<file path="src/rtl/mcu_subsys_bus_decoder_if.sv">
// CPU memory port plus the fanned-out target ports of the bus decoder.
// slave  : decoder view (serves the CPU, drives the targets)
// master : environment view (CPU driving requests, targets answering)
interface mcu_subsys_bus_decoder_if #(
  parameter int NUM_TGT = 3,
  parameter int ADDR_W  = 32,
  parameter int DATA_W  = 32
);
  localparam int STRB_W = DATA_W / 8;

  logic                        cpu_mem_valid;
  logic                        cpu_mem_ready;
  logic [ADDR_W-1:0]           cpu_mem_addr;
  logic [DATA_W-1:0]           cpu_mem_wdata;
  logic                        cpu_mem_we;
  logic [STRB_W-1:0]           cpu_mem_be;
  logic [DATA_W-1:0]           cpu_mem_rdata;
  logic                        cpu_mem_err;

  logic [NUM_TGT-1:0]          tgt_mem_valid;
  logic [NUM_TGT-1:0]          tgt_mem_ready;
  logic [ADDR_W-1:0]           tgt_mem_addr;
  logic [DATA_W-1:0]           tgt_mem_wdata;
  logic [STRB_W-1:0]           tgt_mem_wstrb;
  logic [NUM_TGT*DATA_W-1:0]   tgt_mem_rdata;

  modport slave (
    input  cpu_mem_valid, cpu_mem_addr, cpu_mem_wdata, cpu_mem_we, cpu_mem_be,
    output cpu_mem_ready, cpu_mem_rdata, cpu_mem_err,
    output tgt_mem_valid, tgt_mem_addr, tgt_mem_wdata, tgt_mem_wstrb,
    input  tgt_mem_ready, tgt_mem_rdata
  );

  modport master (
    output cpu_mem_valid, cpu_mem_addr, cpu_mem_wdata, cpu_mem_we, cpu_mem_be,
    input  cpu_mem_ready, cpu_mem_rdata, cpu_mem_err,
    input  tgt_mem_valid, tgt_mem_addr, tgt_mem_wdata, tgt_mem_wstrb,
    output tgt_mem_ready, tgt_mem_rdata
  );
endinterface

</file>
<file path="src/rtl/mcu_subsys_bus_decoder.sv">
// CPU-to-target bus decoder: base/mask decode with lowest-index priority,
// select latched for the transaction, error completion for unmapped
// addresses and silent targets, sticky error status for the IRQ line.

// Per-target address match.
module mcu_subsys_bus_decoder_hit #(
  parameter int                ADDR_W = 32,
  parameter logic [ADDR_W-1:0] BASE   = '0,
  parameter logic [ADDR_W-1:0] MASK   = '0
) (
  input  logic [ADDR_W-1:0] addr,
  output logic              hit
);
  assign hit = (addr & MASK) == BASE;
endmodule

module mcu_subsys_bus_decoder #(
  parameter int                        NUM_TGT     = 3,
  parameter int                        ADDR_W      = 32,
  parameter int                        DATA_W      = 32,
  parameter logic [NUM_TGT*ADDR_W-1:0] TGT_BASE    = {32'h8000_0000, 32'h4000_0000, 32'h0000_0000},
  parameter logic [NUM_TGT*ADDR_W-1:0] TGT_MASK    = {3{32'hC000_0000}},
  parameter int                        TIMEOUT_CYC = 255,
  parameter logic [DATA_W-1:0]         ERR_RDATA   = 32'hDEAD_BEEF
) (
  input  logic                 sys_clk,
  input  logic                 rst_n,
  mcu_subsys_bus_decoder_if.slave bus,
  input  logic                 err_clr,
  output logic                 err_irq,
  output logic [ADDR_W-1:0]    err_addr,
  output logic [1:0]           err_cause
);
  // Width 1 minimum so a disabled timeout still yields a legal counter.
  localparam int CNT_W = (TIMEOUT_CYC == 0) ? 1 : $clog2(TIMEOUT_CYC + 1);
  localparam logic [CNT_W-1:0] TO_VAL = CNT_W'(TIMEOUT_CYC);

  typedef enum logic [1:0] {IDLE, ACTIVE, ERR} state_t;

  state_t             state_q, state_d;
  logic [NUM_TGT-1:0] hit, pick, sel_q, sel_d, mux_sel, tvld_c;
  logic [CNT_W-1:0]   cnt_q, cnt_d;
  logic [DATA_W-1:0]  rd_mux, rdata_c;
  logic               ready_c, err_c, err_set;
  logic [1:0]         cause_d;

  for (genvar g = 0; g < NUM_TGT; g++) begin : g_hit
    mcu_subsys_bus_decoder_hit #(
      .ADDR_W (ADDR_W),
      .BASE   (TGT_BASE[g*ADDR_W +: ADDR_W]),
      .MASK   (TGT_MASK[g*ADDR_W +: ADDR_W])
    ) u_hit (
      .addr (bus.cpu_mem_addr),
      .hit  (hit[g])
    );
  end

  // Isolate the lowest set hit bit: lowest index wins on overlap.
  assign pick    = hit & (~hit + NUM_TGT'(1));
  // Live decode only while IDLE; afterwards the latched select owns the mux.
  assign mux_sel = (state_q == ACTIVE) ? sel_q : pick;

  // Read-data mux over the one-hot select.
  always_comb begin
    rd_mux = '0;
    for (int i = 0; i < NUM_TGT; i++)
      if (mux_sel[i]) rd_mux = rd_mux | bus.tgt_mem_rdata[i*DATA_W +: DATA_W];
  end

  // State, select and timeout counter registers.
  always_ff @(posedge sys_clk or negedge rst_n) begin
    if (!rst_n) begin
      state_q <= IDLE;
      sel_q   <= '0;
      cnt_q   <= '0;
    end else begin
      state_q <= state_d;
      sel_q   <= sel_d;
      cnt_q   <= cnt_d;
    end
  end

  // Next-state and handshake outputs.
  always_comb begin
    state_d = state_q;
    sel_d   = sel_q;
    cnt_d   = cnt_q;
    tvld_c  = '0;
    ready_c = 1'b0;
    err_c   = 1'b0;
    rdata_c = '0;
    err_set = 1'b0;
    cause_d = 2'b00;
    case (state_q)
      IDLE: begin
        if (bus.cpu_mem_valid) begin
          if (|hit) begin
            tvld_c = pick;
            sel_d  = pick;
            if (|(pick & bus.tgt_mem_ready)) begin
              ready_c = 1'b1;
              rdata_c = rd_mux;
            end else begin
              state_d = ACTIVE;
              cnt_d   = CNT_W'(1);
            end
          end else begin
            state_d = ERR;
            sel_d   = '0;
            err_set = 1'b1;
            cause_d = 2'b01;
          end
        end
      end
      ACTIVE: begin
        if (!bus.cpu_mem_valid) begin
          // Request withdrawn: abandon quietly.
          state_d = IDLE;
        end else begin
          tvld_c = sel_q;
          if (|(sel_q & bus.tgt_mem_ready)) begin
            ready_c = 1'b1;
            rdata_c = rd_mux;
            state_d = IDLE;
          end else if (TIMEOUT_CYC != 0 && cnt_q == TO_VAL) begin
            state_d = ERR;
            err_set = 1'b1;
            cause_d = 2'b10;
          end else if (cnt_q != '1) begin
            cnt_d = cnt_q + CNT_W'(1);
          end
        end
      end
      ERR: begin
        if (bus.cpu_mem_valid) begin
          ready_c = 1'b1;
          err_c   = 1'b1;
          rdata_c = ERR_RDATA;
        end
        state_d = IDLE;
      end
      default: state_d = IDLE;
    endcase
  end

  // Sticky error status; a new error beats a simultaneous clear.
  always_ff @(posedge sys_clk or negedge rst_n) begin
    if (!rst_n) begin
      err_irq   <= 1'b0;
      err_addr  <= '0;
      err_cause <= 2'b00;
    end else if (err_set) begin
      err_irq   <= 1'b1;
      err_addr  <= bus.cpu_mem_addr;
      err_cause <= cause_d;
    end else if (err_clr) begin
      err_irq   <= 1'b0;
    end
  end

  // Outputs are forced quiet while reset is held, even if the CPU keeps valid up.
  assign bus.tgt_mem_valid = rst_n ? tvld_c : '0;
  assign bus.cpu_mem_ready = rst_n & ready_c;
  assign bus.cpu_mem_err   = rst_n & err_c;
  assign bus.cpu_mem_rdata = rst_n ? rdata_c : '0;
  assign bus.tgt_mem_addr  = bus.cpu_mem_addr;
  assign bus.tgt_mem_wdata = bus.cpu_mem_wdata;
  assign bus.tgt_mem_wstrb = bus.cpu_mem_we ? bus.cpu_mem_be : '0;
endmodule
</file>
<file path="src/flat_wrapper.sv">
// flat-port wrapper written by rule: the top's interface ports become plain ports
module mcu_subsys_bus_decoder_flat 
#(
  parameter int                        NUM_TGT     = 3,
  parameter int                        ADDR_W      = 32,
  parameter int                        DATA_W      = 32,
  parameter logic [NUM_TGT*ADDR_W-1:0] TGT_BASE    = {32'h8000_0000, 32'h4000_0000, 32'h0000_0000},
  parameter logic [NUM_TGT*ADDR_W-1:0] TGT_MASK    = {3{32'hC000_0000}},
  parameter int                        TIMEOUT_CYC = 255,
  parameter logic [DATA_W-1:0]         ERR_RDATA   = 32'hDEAD_BEEF
)
  (sys_clk, rst_n, err_clr, err_irq, err_addr, err_cause, bus_cpu_mem_valid, bus_cpu_mem_addr, bus_cpu_mem_wdata, bus_cpu_mem_we, bus_cpu_mem_be, bus_cpu_mem_ready, bus_cpu_mem_rdata, bus_cpu_mem_err, bus_tgt_mem_valid, bus_tgt_mem_addr, bus_tgt_mem_wdata, bus_tgt_mem_wstrb, bus_tgt_mem_ready, bus_tgt_mem_rdata);
  mcu_subsys_bus_decoder_if #(.NUM_TGT(NUM_TGT), .ADDR_W(ADDR_W), .DATA_W(DATA_W)) bus_i ();
  input  logic sys_clk;
  input  logic rst_n;
  input  logic err_clr;
  output logic err_irq;
  output logic [ADDR_W-1:0] err_addr;
  output logic [1:0] err_cause;
  input wire logic [$bits(bus_i.cpu_mem_valid)-1:0] bus_cpu_mem_valid;
  input wire logic [$bits(bus_i.cpu_mem_addr)-1:0] bus_cpu_mem_addr;
  input wire logic [$bits(bus_i.cpu_mem_wdata)-1:0] bus_cpu_mem_wdata;
  input wire logic [$bits(bus_i.cpu_mem_we)-1:0] bus_cpu_mem_we;
  input wire logic [$bits(bus_i.cpu_mem_be)-1:0] bus_cpu_mem_be;
  output wire logic [$bits(bus_i.cpu_mem_ready)-1:0] bus_cpu_mem_ready;
  output wire logic [$bits(bus_i.cpu_mem_rdata)-1:0] bus_cpu_mem_rdata;
  output wire logic [$bits(bus_i.cpu_mem_err)-1:0] bus_cpu_mem_err;
  output wire logic [$bits(bus_i.tgt_mem_valid)-1:0] bus_tgt_mem_valid;
  output wire logic [$bits(bus_i.tgt_mem_addr)-1:0] bus_tgt_mem_addr;
  output wire logic [$bits(bus_i.tgt_mem_wdata)-1:0] bus_tgt_mem_wdata;
  output wire logic [$bits(bus_i.tgt_mem_wstrb)-1:0] bus_tgt_mem_wstrb;
  input wire logic [$bits(bus_i.tgt_mem_ready)-1:0] bus_tgt_mem_ready;
  input wire logic [$bits(bus_i.tgt_mem_rdata)-1:0] bus_tgt_mem_rdata;
  assign bus_i.cpu_mem_valid = bus_cpu_mem_valid;
  assign bus_i.cpu_mem_addr = bus_cpu_mem_addr;
  assign bus_i.cpu_mem_wdata = bus_cpu_mem_wdata;
  assign bus_i.cpu_mem_we = bus_cpu_mem_we;
  assign bus_i.cpu_mem_be = bus_cpu_mem_be;
  assign bus_cpu_mem_ready = bus_i.cpu_mem_ready;
  assign bus_cpu_mem_rdata = bus_i.cpu_mem_rdata;
  assign bus_cpu_mem_err = bus_i.cpu_mem_err;
  assign bus_tgt_mem_valid = bus_i.tgt_mem_valid;
  assign bus_tgt_mem_addr = bus_i.tgt_mem_addr;
  assign bus_tgt_mem_wdata = bus_i.tgt_mem_wdata;
  assign bus_tgt_mem_wstrb = bus_i.tgt_mem_wstrb;
  assign bus_i.tgt_mem_ready = bus_tgt_mem_ready;
  assign bus_i.tgt_mem_rdata = bus_tgt_mem_rdata;
  mcu_subsys_bus_decoder #(.NUM_TGT(NUM_TGT), .ADDR_W(ADDR_W), .DATA_W(DATA_W), .TGT_BASE(TGT_BASE), .TGT_MASK(TGT_MASK), .TIMEOUT_CYC(TIMEOUT_CYC), .ERR_RDATA(ERR_RDATA)) u_core (.sys_clk(sys_clk), .rst_n(rst_n), .bus(bus_i), .err_clr(err_clr), .err_irq(err_irq), .err_addr(err_addr), .err_cause(err_cause));
endmodule
</file>
<file path="config.mk">
export PLATFORM = sky130hd
export DESIGN_NAME = mcu_subsys_bus_decoder_flat
export DESIGN_NICKNAME = d
export VERILOG_FILES = /design/src/rtl/mcu_subsys_bus_decoder_if.sv /design/src/rtl/mcu_subsys_bus_decoder.sv /design/src/flat_wrapper.sv
export SDC_FILE = /design/constraint.sdc
export NUM_CORES = 1
export LEC_CHECK = 0
export ABC_CLOCK_PERIOD_IN_PS = 8320
export CAP_MARGIN = 20
export CORE_AREA = 5 5 118 120
export CTS_CLUSTER_DIAMETER = 80
export DETAILED_ROUTE_END_ITERATION = 10
export DIE_AREA = 0 0 123 125
export PLACE_DENSITY = 0.7
export RECOVER_POWER = 50
export REMOVE_ABC_BUFFERS = 1
export SLEW_MARGIN = 20
export SYNTH_ARGS = -nofsm -noshare
export SYNTH_HDL_FRONTEND = slang
export SYNTH_HIERARCHICAL = 1
export SYNTH_SLANG_ARGS = --single-unit
export TNS_END_PERCENT = 1
</file>
<file path="constraint.sdc">
create_clock -name sys_clk -period 8.32 [get_ports sys_clk]
set_input_delay 2.496 -clock sys_clk [delete_from_list [all_inputs] [get_ports sys_clk]]
set_output_delay 2.496 -clock sys_clk [all_outputs]
set_load 0.02 [all_outputs]
</file>
==> impl_summary.log <==
INFO  metric run_status = finished with violations
INFO  metric failed_checks = max-capacitance violations, max-slew violations
INFO  metric final.setup.worst_slack = 0.300 ns
INFO  metric worst_ep_arrival_time = 5.52 ns
INFO  metric critical-path-top-delay-family = buffers and inverters
INFO  metric placed_area = 0.00538 mm^2
INFO  metric syn_to_layout_area_delta = 70.9%
INFO  metric cellPowerDensity = 181 mW/mm^2
INFO  metric synth.yosys.seq_area_share = 0.371
INFO  metric path_common_cell = sky130_fd_sc_hd__clkdlybuf4s50_1
INFO  metric routedWlPerCell = 20.1 um
INFO  metric gp_congestion = 0.856
INFO  metric cts_resized = 0
INFO  metric antenna_found_initial = 1
INFO  metric ir_drop = 149 uV
INFO  metric fp.dieW = 123 um
INFO  metric core_area = 0.0129 mm^2
INFO  metric xor_xnor_fraction_of_synth_area = 0
INFO  metric drt-initial-drc-count = 245
INFO  metric setup-tns-final = 0 ns
INFO  metric cp-start-kind = input port
INFO  metric post_synth_fa_ha_maj_area_fraction = 0.00387
INFO  metric drive_gt1_frac = 0.107
INFO  metric worstReg2RegEnd = u_core/err_addr[20]
INFO  metric timing.critical_path.required = 5.82 ns
INFO  metric timing.final.hold_violations = 0
INFO  metric synth_cell_types = 46
INFO  metric worst_clock_skew = 0.00430 ns
INFO  metric initial_core_utilization = 0.251
INFO  metric clk_root_buffer_cell = sky130_fd_sc_hd__clkbuf_16
INFO  metric fin_nets = 668
INFO  metric synth.ff_latch_count = 48
INFO  metric gr-usage-all-layers = 0.164
INFO  metric report.final.setup_viol = 0
INFO  metric power.leakage = 2.16 nW
INFO  metric hpwlAfterDp = 11.0 mm
INFO  metric reg2reg_depth = 4
INFO  metric ys_async_sr_fraction = 1.00
INFO  metric remaining_drc_errors = 0
INFO  metric cts_sinks = 48
INFO  metric worstHoldPathCells = 2
INFO  metric clockBufferDepth = 2
INFO  metric minimum_period_implied_by_the_final_worst_setup_slack = 8.02 ns
INFO  metric design.die.area = 0.0154 mm^2
INFO  metric yosys_warnings = 6
INFO  metric timing.reg2reg.setup_slack = 5.09 ns
INFO  metric tritoncts_buffers = 5
INFO  metric h-tree-depth = 2
INFO  metric synth-edff-count = 0
INFO  metric worst-slew-pin-transition = 2.55 ns
INFO  metric timing.critical_path.fanout_max = 32
INFO  metric slew_headroom = -0.698
INFO  metric placement.io_buffers = 247
INFO  metric slowest_delay = 0.67 ns
INFO  metric crit_slowest_cell = sky130_fd_sc_hd__mux2_2
INFO  metric yosys-mux-area-fraction = 0.131
INFO  metric antenna_cells_inserted = 0
INFO  metric post_synth.cell_area_avg = 10.1 um^2
INFO  metric min-delay-start = u_core/err_cause[0]
INFO  metric crit_path_cell_trace = clkdlybuf4s50_1, nor2b_4, nor3b_1, mux2_2, a222oi_1, o21ai_0, clkdlybuf4s50_1
INFO  metric final_max_slew_viol_count = 49
INFO  metric die_height = 125 um
INFO  metric type_of_the_tightest_min_delay_check = flop to flop
INFO  metric achievable-frequency = 0.125 GHz
INFO  metric cts_tree = done
INFO  metric worst-path-stages = 7
INFO  metric synthesized_instance_count = 321
INFO  metric timing.critical_path.from = bus_cpu_mem_addr[31]
INFO  metric grt_first_pass_wirelength = 19.7 mm
INFO  metric cap_viol_max_count = 1
INFO  metric worstSetupPathType = input port to output port
INFO  metric vias_per_cell = 5.00
INFO  metric synth_simple_gate_area_share = 0.109
INFO  metric first_global_vias = 3573
INFO  metric timing.rr.start = u_core/sel_q[0]
INFO  metric gr-total-overflow = 0
INFO  metric worst_setup_hold_path_clk_slew = 0.06 ns
INFO  metric synth-main-ff-cell = sky130_fd_sc_hd__dfrtp_1
INFO  metric placementRows = 42
INFO  metric rsz_0062_raised_after_global_routing = false
INFO  metric preCtsSetupSlack = 0.324 ns
INFO  metric finish.instance_area = 0.00553 mm^2
INFO  metric fin_crit_sh = 0.964
INFO  metric grt_max_degree = 49
INFO  metric postRouteAntennaNets = 0
INFO  metric post_synthesis_instance_area = 0.00323 mm^2
INFO  metric cts-hold-fix-buffers = 0
INFO  metric drt-total-wl = 13.5 mm
INFO  metric post-cts-setup-buffer-count = 0
INFO  metric via_count = 3358
INFO  metric endpoint_kind = output port
INFO  metric critPathBufInv = 2
INFO  metric worstSkewPairLatency = 0.29 ns
INFO  metric synth_top_family_by_area = compound AO/OA/AOI/OAI gates
INFO  metric worst_hold_path.endpoint = u_core/err_cause[0]
INFO  metric synth_compound_area_frac = 0.201
INFO  metric floorplan.io_pins = 312
INFO  metric drt_first_pass_iters = 8
-- area by class of cell --
type	instances	area, um^2
clock inverter	2	35.0
inverter	5	18.8
timing repair buffer	250	2480
fill	1253	7350
tap	176	220
clock buffer	6	129
multi-input combinational	185	1440
sequential	48	1200
-- how the worst max path moves through the flow --
stage | to | slack [ns]
2_1_floorplan | bus_cpu_mem_rdata[0] | 0.71
3_3_place_gp | bus_cpu_mem_rdata[19] | 0.54
3_5_place_dp | bus_cpu_mem_rdata[27] | 0.32
4_1_cts | bus_cpu_mem_rdata[10] | 0.34
5_1_grt | bus_cpu_mem_rdata[19] | 0.09
6_report | bus_cpu_mem_rdata[19] | 0.30
-- layout by cell type (no fill, tap or decap), drive strengths merged, types with 3 or more instances in the layout --
cell type,synthesis,routed
nor2b,4,4
nand3b,3,3
mux2,35,35
inv,5,5
o21ai,31,31
a21oi,4,4
clkbuf,14,8
nand2,12,12
nand3,5,5
dlygate4sd3,0,36
and2,4,4
nand2b,3,3
dfrtp,48,48
nor3,4,4
mux2i,3,3
nor2,16,16
nor3b,3,3
a222oi,33,33
clkdlybuf4s50,0,210
-- metal layers --
metal  track usage  share of wire
met3        0.0912           0.15
met1         0.180           0.37
met4        0.0391          0.013
met5        0.0296         0.0034
met2         0.274           0.47
-- synthesized netlist by cell type (3+ instances only) --
cell	instances	area share
sky130_fd_sc_hd__nand3_1	5	0.0077
sky130_fd_sc_hd__o21ai_0	31	0.048
sky130_fd_sc_hd__a21oi_1	4	0.0062
sky130_fd_sc_hd__mux2_2	33	0.11
sky130_fd_sc_hd__buf_4	64	0.15
sky130_fd_sc_hd__nor3b_1	3	0.0070
sky130_fd_sc_hd__buf_6	3	0.010
sky130_fd_sc_hd__nor3_1	4	0.0062
sky130_fd_sc_hd__nand3b_1	3	0.0070
sky130_fd_sc_hd__mux2i_1	3	0.0093
sky130_fd_sc_hd__nand2b_1	3	0.0058
sky130_fd_sc_hd__inv_1	5	0.0058
sky130_fd_sc_hd__nor2_1	16	0.019
sky130_fd_sc_hd__nand2_1	11	0.013
sky130_fd_sc_hd__a222oi_1	33	0.10
sky130_fd_sc_hd__and2_1	4	0.0077
sky130_fd_sc_hd__clkbuf_1	14	0.016
sky130_fd_sc_hd__dfrtp_1	48	0.37
-- state kept, by name, indices dropped and copies added (netlist names) --
register / count
u_core/cnt_q: 8
u_core/err_addr: 32
u_core/err_cause: 2
u_core/err_irq: 1
u_core/sel_q: 3
u_core/state_q: 2
-- per-stage QoR --
step / total power (W) / hold slack [ns] / instances / util
after global placement: 0.000792 / 0.467 / 664 / 0.418
final: 0.00100 / 0.485 / 672 / 0.429
after CTS: 0.00104 / 0.502 / 672 / 0.430
after floorplan: 0.000529 / 0.479 / 238 / -
after global routing: 0.00106 / 0.516 / 672 / 0.429
after detailed placement: 0.000800 / 0.477 / 664 / 0.418
-- cell families (layout without fill, tap and decap cells) --
| kind of cell | after synthesis | count (layout) |
|---|---|---|
| AO/OA/AOI/OAI | 83 | 83 |
| adder cells (fa/ha/maj) | 1 | 1 |
| buffers and inverters | 88 | 263 |
| flip-flops | 48 | 48 |
| multiplexers | 38 | 38 |
| AND/OR/NAND/NOR | 63 | 63 |
-- worst min-delay path, delay by kind of cell (launching register included) --
family	cells	cell delay, ns
and+or+nand+nor	2	0.11
DFF	1	0.35
-- where the power goes --
part           internal (W)  total, W  switching [W]
combinational      0.000231  0.000440       0.000210
sequential         0.000294  0.000332      0.0000384
clock              0.000142  0.000229      0.0000876
Note: power is estimated with default switching activity, not from simulation.
